$ cat config.mk
export PLATFORM = sky130hd
export DESIGN_NAME = regf_sb
export DESIGN_NICKNAME = d
export VERILOG_FILES = /design/src/rtl/regf_pkg.sv /design/src/rtl/regf_scoreboard.sv /design/src/rtl/regf_sb.sv
export SDC_FILE = /design/constraint.sdc
export NUM_CORES = 2
export LEC_CHECK = 0
export CORE_MARGIN = 2
export CORE_UTILIZATION = 30
export CTS_CLUSTER_DIAMETER = 80
export DETAILED_ROUTE_END_ITERATION = 7
export GPL_ROUTABILITY_DRIVEN = 1
export PLACE_DENSITY_LB_ADDON = 0.3
export SLEW_MARGIN = 20
export SYNTH_ARGS = -nofsm -noshare
export SYNTH_HDL_FRONTEND = slang
export SYNTH_SLANG_ARGS = --single-unit
$ cat constraint.sdc
create_clock -name clk -period 37.1 [get_ports clk]
set_clock_uncertainty 0.2 [all_clocks]
set_input_delay 9.275 -clock clk [delete_from_list [all_inputs] [get_ports clk]]
set_output_delay 9.275 -clock clk [all_outputs]
set_load 0.01 [all_outputs]
$ cat src/rtl/regf_pkg.sv
// +--------------------------------------------------------------------+
// | regf_pkg : default sizes and word/address types for regf_sb.       |
// | Rev 1.0                                                            |
// +--------------------------------------------------------------------+
`default_nettype none

package regf_pkg;
  localparam int REGF_DATA_W = 32;
  localparam int REGF_ADDR_W = 5;
  localparam int REGF_NUM_RD = 2;

  typedef logic [REGF_ADDR_W-1:0] regf_addr_t;
  typedef logic [REGF_DATA_W-1:0] regf_word_t;
endpackage

`default_nettype wire

$ cat src/rtl/regf_scoreboard.sv
// +--------------------------------------------------------------------+
// | regf_scoreboard : per-register busy bits, busy count, reserve error.|
// | Rev 1.0                                                            |
// +--------------------------------------------------------------------+
`default_nettype none

module regf_scoreboard
  import regf_pkg::*;
#(
  parameter int ADDR_W   = REGF_ADDR_W,
  parameter int ZERO_REG = 1
) (
  input  logic                    clk,
  input  logic                    rst,
  input  logic                    wr_en,
  input  logic [ADDR_W-1:0]       wr_addr,
  input  logic                    resv_en,
  input  logic [ADDR_W-1:0]       resv_addr,
  output logic [(2**ADDR_W)-1:0]  busy,
  output logic [ADDR_W:0]         busy_cnt,
  output logic                    resv_err
);

  localparam int          DEPTH   = 2**ADDR_W;
  localparam logic [ADDR_W:0] CNT_ONE = {{ADDR_W{1'b0}}, 1'b1};

  logic [DEPTH-1:0] busy_q, busy_d;
  logic [ADDR_W:0]  busy_cnt_q, busy_cnt_d;
  logic             resv_err_q, resv_err_d;
  logic             wr_ok, rv_ok, inc, dec;

  always_comb begin
    wr_ok = wr_en   && !((ZERO_REG != 0) && (wr_addr   == '0));
    rv_ok = resv_en && !((ZERO_REG != 0) && (resv_addr == '0));

    // Reserve is applied after the write so a same-address producer wins.
    busy_d = busy_q;
    if (wr_ok) busy_d[wr_addr]   = 1'b0;
    if (rv_ok) busy_d[resv_addr] = 1'b1;

    inc = rv_ok && !busy_q[resv_addr];
    dec = wr_ok && busy_q[wr_addr] && !(rv_ok && (resv_addr == wr_addr));

    busy_cnt_d = busy_cnt_q;
    if (inc && !dec)      busy_cnt_d = busy_cnt_q + CNT_ONE;
    else if (dec && !inc) busy_cnt_d = busy_cnt_q - CNT_ONE;

    resv_err_d = rv_ok && busy_q[resv_addr] && !(wr_ok && (wr_addr == resv_addr));
  end

  always_ff @(posedge clk or posedge rst) begin
    if (rst) begin
      busy_q     <= '0;
      busy_cnt_q <= '0;
      resv_err_q <= 1'b0;
    end else begin
      busy_q     <= busy_d;
      busy_cnt_q <= busy_cnt_d;
      resv_err_q <= resv_err_d;
    end
  end

  assign busy     = busy_q;
  assign busy_cnt = busy_cnt_q;
  assign resv_err = resv_err_q;

endmodule

`default_nettype wire

$ cat src/rtl/regf_sb.sv
// +--------------------------------------------------------------------+
// | regf_sb : multi-port register file with pending-register scoreboard.|
// | Optional write-through forwarding: define REGF_BYPASS_EN. Rev 1.0  |
// +--------------------------------------------------------------------+
`default_nettype none

module regf_sb
  import regf_pkg::*;
#(
  parameter int DATA_W   = REGF_DATA_W,
  parameter int ADDR_W   = REGF_ADDR_W,
  parameter int NUM_RD   = REGF_NUM_RD,
  parameter int ZERO_REG = 1
) (
  input  logic                       clk,
  input  logic                       rst,
  input  logic [NUM_RD*ADDR_W-1:0]   rd_addr,
  output logic [NUM_RD*DATA_W-1:0]   rd_data,
  output logic [NUM_RD-1:0]          rd_busy,
  input  logic                       wr_en,
  input  logic [ADDR_W-1:0]          wr_addr,
  input  logic [DATA_W-1:0]          wr_data,
  input  logic                       resv_en,
  input  logic [ADDR_W-1:0]          resv_addr,
  output logic [ADDR_W:0]            busy_cnt,
  output logic                       resv_err
);

  localparam int DEPTH = 2**ADDR_W;

  logic [DATA_W-1:0] mem_q [DEPTH];
  logic [DATA_W-1:0] mem_d [DEPTH];
  logic [DEPTH-1:0]  busy;
  logic              wr_ok;

  regf_scoreboard #(
    .ADDR_W   (ADDR_W),
    .ZERO_REG (ZERO_REG)
  ) u_scoreboard (
    .clk       (clk),
    .rst       (rst),
    .wr_en     (wr_en),
    .wr_addr   (wr_addr),
    .resv_en   (resv_en),
    .resv_addr (resv_addr),
    .busy      (busy),
    .busy_cnt  (busy_cnt),
    .resv_err  (resv_err)
  );

  always_comb begin
    wr_ok = wr_en && !((ZERO_REG != 0) && (wr_addr == '0));
    mem_d = mem_q;
    if (wr_ok) mem_d[wr_addr] = wr_data;
  end

  always_ff @(posedge clk or posedge rst) begin
    if (rst) begin
      for (int i = 0; i < DEPTH; i++) mem_q[i] <= '0;
    end else begin
      mem_q <= mem_d;
    end
  end

  for (genvar p = 0; p < NUM_RD; p++) begin : g_rd
    logic [ADDR_W-1:0] addr;
    logic              is_zero;
    assign addr    = rd_addr[p*ADDR_W +: ADDR_W];
    assign is_zero = (ZERO_REG != 0) && (addr == '0);
`ifdef REGF_BYPASS_EN
    logic hit;
    assign hit = wr_en && (wr_addr == addr) && !is_zero;
    assign rd_data[p*DATA_W +: DATA_W] = is_zero ? '0 : (hit ? wr_data : mem_q[addr]);
    assign rd_busy[p] = is_zero ? 1'b0 :
                        (hit ? (resv_en && (resv_addr == addr)) : busy[addr]);
`else
    assign rd_data[p*DATA_W +: DATA_W] = is_zero ? '0 : mem_q[addr];
    assign rd_busy[p] = is_zero ? 1'b0 : busy[addr];
`endif
  end

endmodule

`default_nettype wire

==> results.md <==
- PortBufs: 128
- Warnings, synthesis: 0
- Synth top area cells: dfrtp_1 (47%), mux2_2 (19%), mux4_2 (19%)
- Avg Cell Area, Syn: 14.9 sq um
- GPL Wtd Cong: 0.806
- Leakage: 26.8 nW
- Maximum vdd drop: 0.0418 mV
- Total power: 0.00356 W
- Pin count of the biggest net entering global routing: 175
- Routed vias: 36.5k
- Clock Latency Late Sink: 0.76 ns
- CP Capture Type: output port
- Post CTS Setup Buffer Count: 0
- Row count: 159
- Synthesized area: 0.0569 sq mm
- Initial Utilization: 30.3%
- Fin crit share: 63.4%
- Post-CTS Resized: 0
- Worst EP arrival: 14.05 ns
- DP HPWL: 112000 um
- Rel. slew slack: 21.0%
- Syn Nets: 3875
- Wire per inst: 31.9 um
- Flop2flop setup slack: 33.21 ns
- Maxcap violations: 0
- Main combinational cell family by area after synthesis: multiplexers
- Vias per std cell: 5.79
- Worst-Margin Slew: 1.19 ns
- Number of synthesized register bits: 1063
- Final setup viols: 0
- Post-Synth Adder-Cell Area: 0.145%
- Grt total ovfl: 0
- Die W: 440 um
- Synth Area in Compound Gates: 5.16%
- Core area: 0.188 sq mm
- Post-layout minimum cycle time: 23.52 ns
- Post-synthesis mux area share: 41.5%
- Critical Path RT: 27.62 ns
- DIE AREA: 0.193 sq mm
- Sequential share of the synthesized area: 46.7%
- Layout Nets: 3765
- EDFF count, synth: 0
- Synth unique cells: 58
- Total CTS buffers: 119
- Die H: 440 um
- H-tree levels: 3
- Yosys top cell area share: 46.7%
- Share of post-route cells with drive strength above 1: 48.4%
- Final ANT Viol Nets: 0
- Clock Pin Slew Worst Setup and Hold Paths: 0.06 ns
- Startpoint Class: input pin
- Synth Area in XOR/XNOR: 0.138%
- Worst r2r path cells: 11
- Pre-antenna DRT Iters: 5
- CTS tree: yes
- Hold Crit Depth: 0
- Clock sinks: 1063
- Peak Freq: 42.5 MHz
- Clk root buf: clkbuf_16
- Final Max Tran Viols: 0
- Final setup TNS: 0 ns
- Most common cell in the netlist: dfrtp_1
- Unrepaired setup endpoints after global routing: false
- Synth-to-Final Area Change: 13.2%
- IO Pins: 129
- Hold_buf cts: 0
- Top cell type by total area after synthesis: dfrtp_1
- PD cells: 55.3 mW/mm^2
- Post-synthesis async set-or-reset flop share: 100%
- Wire length of the first global-routing pass: 290000 um
- Number of buffers on the longest clock path: 3
- Top_reg_cell synth: dfrtp_1
- Cells after synthesis: 3813
- DRC: 0
- Setup CP Type: in2out
- Initial DRC count: 3071
- Post-synthesis simple-gate area fraction: 2.67%
- Final WL: 201000 um
- Aggregate global-route resource usage: 20.7%
- Status: complete, no violations
- Number of global-route vias before repair: 37.6k
- CP max FO: 79
- Synth cell count leaders: dfrtp_1 (1063), mux2_2 (983), mux4_2 (479)
- Hold Crit Class: reg2reg
- Initial antenna violation count: 25
- Final hold violation count: 0
==> sequential cells by signal, indices dropped and copies added (netlist names) <==
name and cells:
u_scoreboard.resv_err 1, mem_q 1024, u_scoreboard.busy 32, u_scoreboard.busy_cnt 6
==> worst paths after layout <==
| check | startpoint | to |
|---|---|---|
| setup / recovery | rd_addr[6] | rd_data[62] |
| setup reg to reg | u_scoreboard.busy[4] | u_scoreboard.busy_cnt[5] |
| min in group asynchronous | rst | mem_q[902] |
| hold / removal | mem_q[1012] | mem_q[1012] |
| hold reg to reg | mem_q[1012] | mem_q[1012] |
| max in group asynchronous | rst | mem_q[536] |
==> per-layer routing <==
metal | wire, um | share of wire (%) | GRT usage [%] | up-vias
met5 | 27 | 0.013 | 0 | -
met4 | 8250 | 4.1 | 7.78 | 4
met3 | 11700 | 5.8 | 3.65 | 381
met2 | 97300 | 48 | 34.0 | 1321
met1 | 83800 | 42 | 27.4 | 20200
li1 | - | - | - | 14700
==> through the flow <==
stage          instances  util, %  setup WS (ns)  instance area [sq um]  hold slack [ns]
6_report            6308     34.2          13.58                  64400            0.196
5_1_grt             6305     34.2          13.37                  64400            0.204
2_1_floorplan       3813        -          12.97                  56900            0.241
3_5_place_dp        6075     32.0          13.49                  60200            0.183
4_1_cts             6296     34.2          13.49                  64500            0.199
3_3_place_gp        6075     32.0          13.30                  60200            0.177
==> final cells by class <==
cell class	count	area, sq um
clock buffers	173	3470
multi-input cells	2301	28600
diodes	10	25.0
inverters	3	15.0
repair buffers	215	1910
clock inverters	48	738
flip-flops and latches	1063	26600
fillers	18400	124000
well taps	2495	3120
==> logic make-up (layout without fill, tap and decap cells) <==
logic type	count (synthesis)	after routing
compound gates	363	363
xor+xnor	9	9
fa+ha+maj	6	6
buf+inv	449	439
flops	1063	1063
mux	1636	1636
other cells	0	10
simple gates	287	287
==> critical path, cell delays in order <==
cell and delay (ns):
buf_8 0.65, buf_4 0.87, buf_4 0.83, mux4_2 0.37
mux2i_1 0.07, o2111a_1 0.29, a2111oi_1 0.69, buf_4 0.23
clkdlybuf4s50_1 0.53
==> layout by cell type, fill, tap and decap left out, types with 12 or more instances in the layout <==
master,n
clkinv_2,16
o22ai_1,64
o221ai_1,34
clkbuf_8,27
nand2_1,82
buf_4,84
o21ai_0,35
clkbuf_16,121
clkdlybuf4s50_1,100
o2111a_1,33
nand2_4,15
bufinv_16,16
a2111oi_2,12
nor2b_1,35
a22o_1,76
nor4_1,29
buf_2,20
nor3_1,36
mux2_2,983
nor2_4,16
mux4_2,479
clkbuf_1,27
dfrtp_1,1063
mux2i_1,164
a211oi_1,66
a2111oi_0,19
==> power breakdown <==
| group | total [W] | leakage, nW | internal, W | switching [W] |
|---|---|---|---|---|
| combinational | 0.000730 | 11.2 | 0.000432 | 0.000298 |
| sequential | 0.00155 | 13.6 | 0.00138 | 0.000170 |
| clock | 0.00128 | 2.05 | 0.000761 | 0.000521 |
Power figures use the tool's default switching activity.
==> edit: new RTL, same flow settings <==
Build with the macro `REGF_BYPASS_EN` defined.
--- a/src/rtl/regf_sb.sv
+++ b/src/rtl/regf_sb.sv
@@ -3,6 +3,8 @@
 // | Optional write-through forwarding: define REGF_BYPASS_EN. Rev 1.0  |
 // +--------------------------------------------------------------------+
 `default_nettype none
+
+`define REGF_BYPASS_EN
 
 module regf_sb
   import regf_pkg::*;
Formal check against the unedited RTL: not equivalent (a bounded check fails within 4 cycles, from zero or initial values and one cycle with rst high).
==> edit against the unedited design <==
  * Worst setup slack better by 0.052 ns
  * Via count is 6.0% higher
  * Wire length is 4.2% higher
  * Largest cell class unchanged
  * Critical path type unchanged
  * Final area is 1.0% higher
  * Combinational power is 0.8% higher
  * Die area is 1.3% higher
  * Sequential cell count stayed put
  * Area after synthesis is 1.3% higher
  * Total power is 1.6% lower
  * Register-to-register slack worse by 0.12 ns
==> edit: results (changes against the unedited design) <==
dp.cells: 6417  # +5.6%
grt_pass1_vias: 39536  # +5.2%
wl_per_cell_um: 31.6  # -0.79%
r2r_setup_slack_ns: 33.09  # -0.12 ns
reg2reg_depth: 12  # +1
insertion_delay_ns: 0.72  # -0.04 ns
clock.fmax_mhz: 42.6  # +0.22%
routabilityCongestion: 0.826  # +2.4%
p_leak_nw: 27.8  # +3.5%
drive_gt1_frac: 0.352  # -0.133
worst_slew_pin_slew_ns: 1.24  # +0.0514 ns
place_area_mm2: 0.0612  # +1.6%
holdCritPathClass: "register to register"
cts_setup_buffers: 0  # unchanged
status: "completed"
whs_endpoint: "mem_q[1001]"
cp_slowest_cell: "clkdlybuf4s50_1"
drtIter0Drc: 3426  # +12%
drtPass1Iterations: 6  # +1
dp_hpwl_mm: 116  # +3.9%
seq_area_frac_synth: 0.461  # -0.00607
ys_types: 61  # +5.2%
min_from: "mem_q[1001]"
r2r_start: "u_scoreboard.busy[24]"
sw_frac_of_total: 0.281  # +0.00402
ys.warnings.count: 0  # unchanged
vdd_drop_max_mv: 0.0383  # -8.2%
viasPerCell: 5.85  # +0.96%
synth.area.top_cells: "dfrtp_1, mux4_2, mux2_2"
grt_max_degree: 166  # -5.1%
vias: 38734  # +6.0%
grt_util_all_layers: 0.211  # +0.00350
synth_cells: 4122  # +8.1%
postSynthNetCount: 4185  # +8.0%
slowest_delay_ns: 1.02  # +0.15 ns
timing.hold.ws_ns: 0.201  # +0.00462 ns
cts.clk_slew.worst_paths_ns: 0.06  # about the same
synthTopCellsByCount: "dfrtp_1, mux2_2, mux2_1, mux4_2, clkbuf_1"
grt_antenna_before_repair: 6  # -76%
hold_depth: 0  # unchanged
cts_buffers: 111  # -6.7%
path_max_fanout: 25  # -68%
arrival_ns: 14.00  # -0.05 ns
grt_pass1_wl_mm: 302  # +4.0%
-- edit: cell types whose count changed after synthesis, moves of 63 or more --
| cell | change |
|---|---|
| nand2_1 | -64 |
| mux2_2 | -342 |
| mux2_1 | +408 |
| a22o_1 | -65 |
| mux4_2 | -63 |
| nor2_1 | +134 |
| nor3_1 | +68 |
| o22ai_1 | +71 |
-- edit: how the worst max path moves through the flow --
stage | depth (start not counted) | from | to
after detailed placement | 9 | rd_addr[0] | rd_data[15]
after CTS | 9 | rd_addr[4] | rd_data[8]
final | 9 | rd_addr[4] | rd_data[15]
after global placement | 9 | rd_addr[0] | rd_data[15]
after floorplan | 1 | rst | mem_q[0]
after global routing | 9 | rd_addr[0] | rd_data[21]
-- edit: layout make-up --
type / count / area [µm²]
Antenna cell: 5 / 12.5
Clock buffer: 165 / 3380
Clock inverter: 38 / 561
Fill cell: 18468 / 125000
Inverter: 10 / 41.3
Multi-Input combinational cell: 2580 / 29200
Sequential cell: 1063 / 26600
Tap cell: 2511 / 3140
Timing Repair Buffer: 253 / 2200
-- edit: layer usage --
layer	global-route usage	vias to the layer above	wire, µm
met2	0.355	1476	102000
li1	-	15672	-
met5	0	-	0
met3	0.0278	423	11800
met1	0.269	21163	85100
met4	0.0979	0	10400
-- edit: power groups by stage --
stage	Clock [W]	Combinational (W)	Sequential, W
final	0.00122	0.000736	0.00155
after floorplan	0	0.000550	0.00152
after global routing	0.00129	0.000786	0.00158
after global placement	0	0.000725	0.00155
after CTS	0.00124	0.000738	0.00154
after detailed placement	0	0.000736	0.00156
-- edit: stage by stage --
stage / total power (W) / util
floorplan: 0.00207 / -
global placement: 0.00228 / 0.321
detailed placement: 0.00230 / 0.321
CTS: 0.00352 / 0.342
global route: 0.00365 / 0.342
finish: 0.00351 / 0.342
-- edit: worst max-delay path: cells and delay by family --
kind	cells	cell delay, ns
buffers and inverters	4	2.60
AND/OR/NAND/NOR	5	2.08
-- edit: cells by family (layout without fill, tap and decap cells) --
family                     after synthesis  in the layout  synth area share
AOI/OAI and AO/OA                      455            455            0.0540
DFF                                   1063           1063             0.461
other                                    0              5                 0
buffers and inverters                  479            466            0.0386
and+or+nand+nor                        395            395            0.0332
muxes                                 1695           1695             0.407
xor gates and xnor gates                28             28           0.00425
adders and majority gates                7              7           0.00165
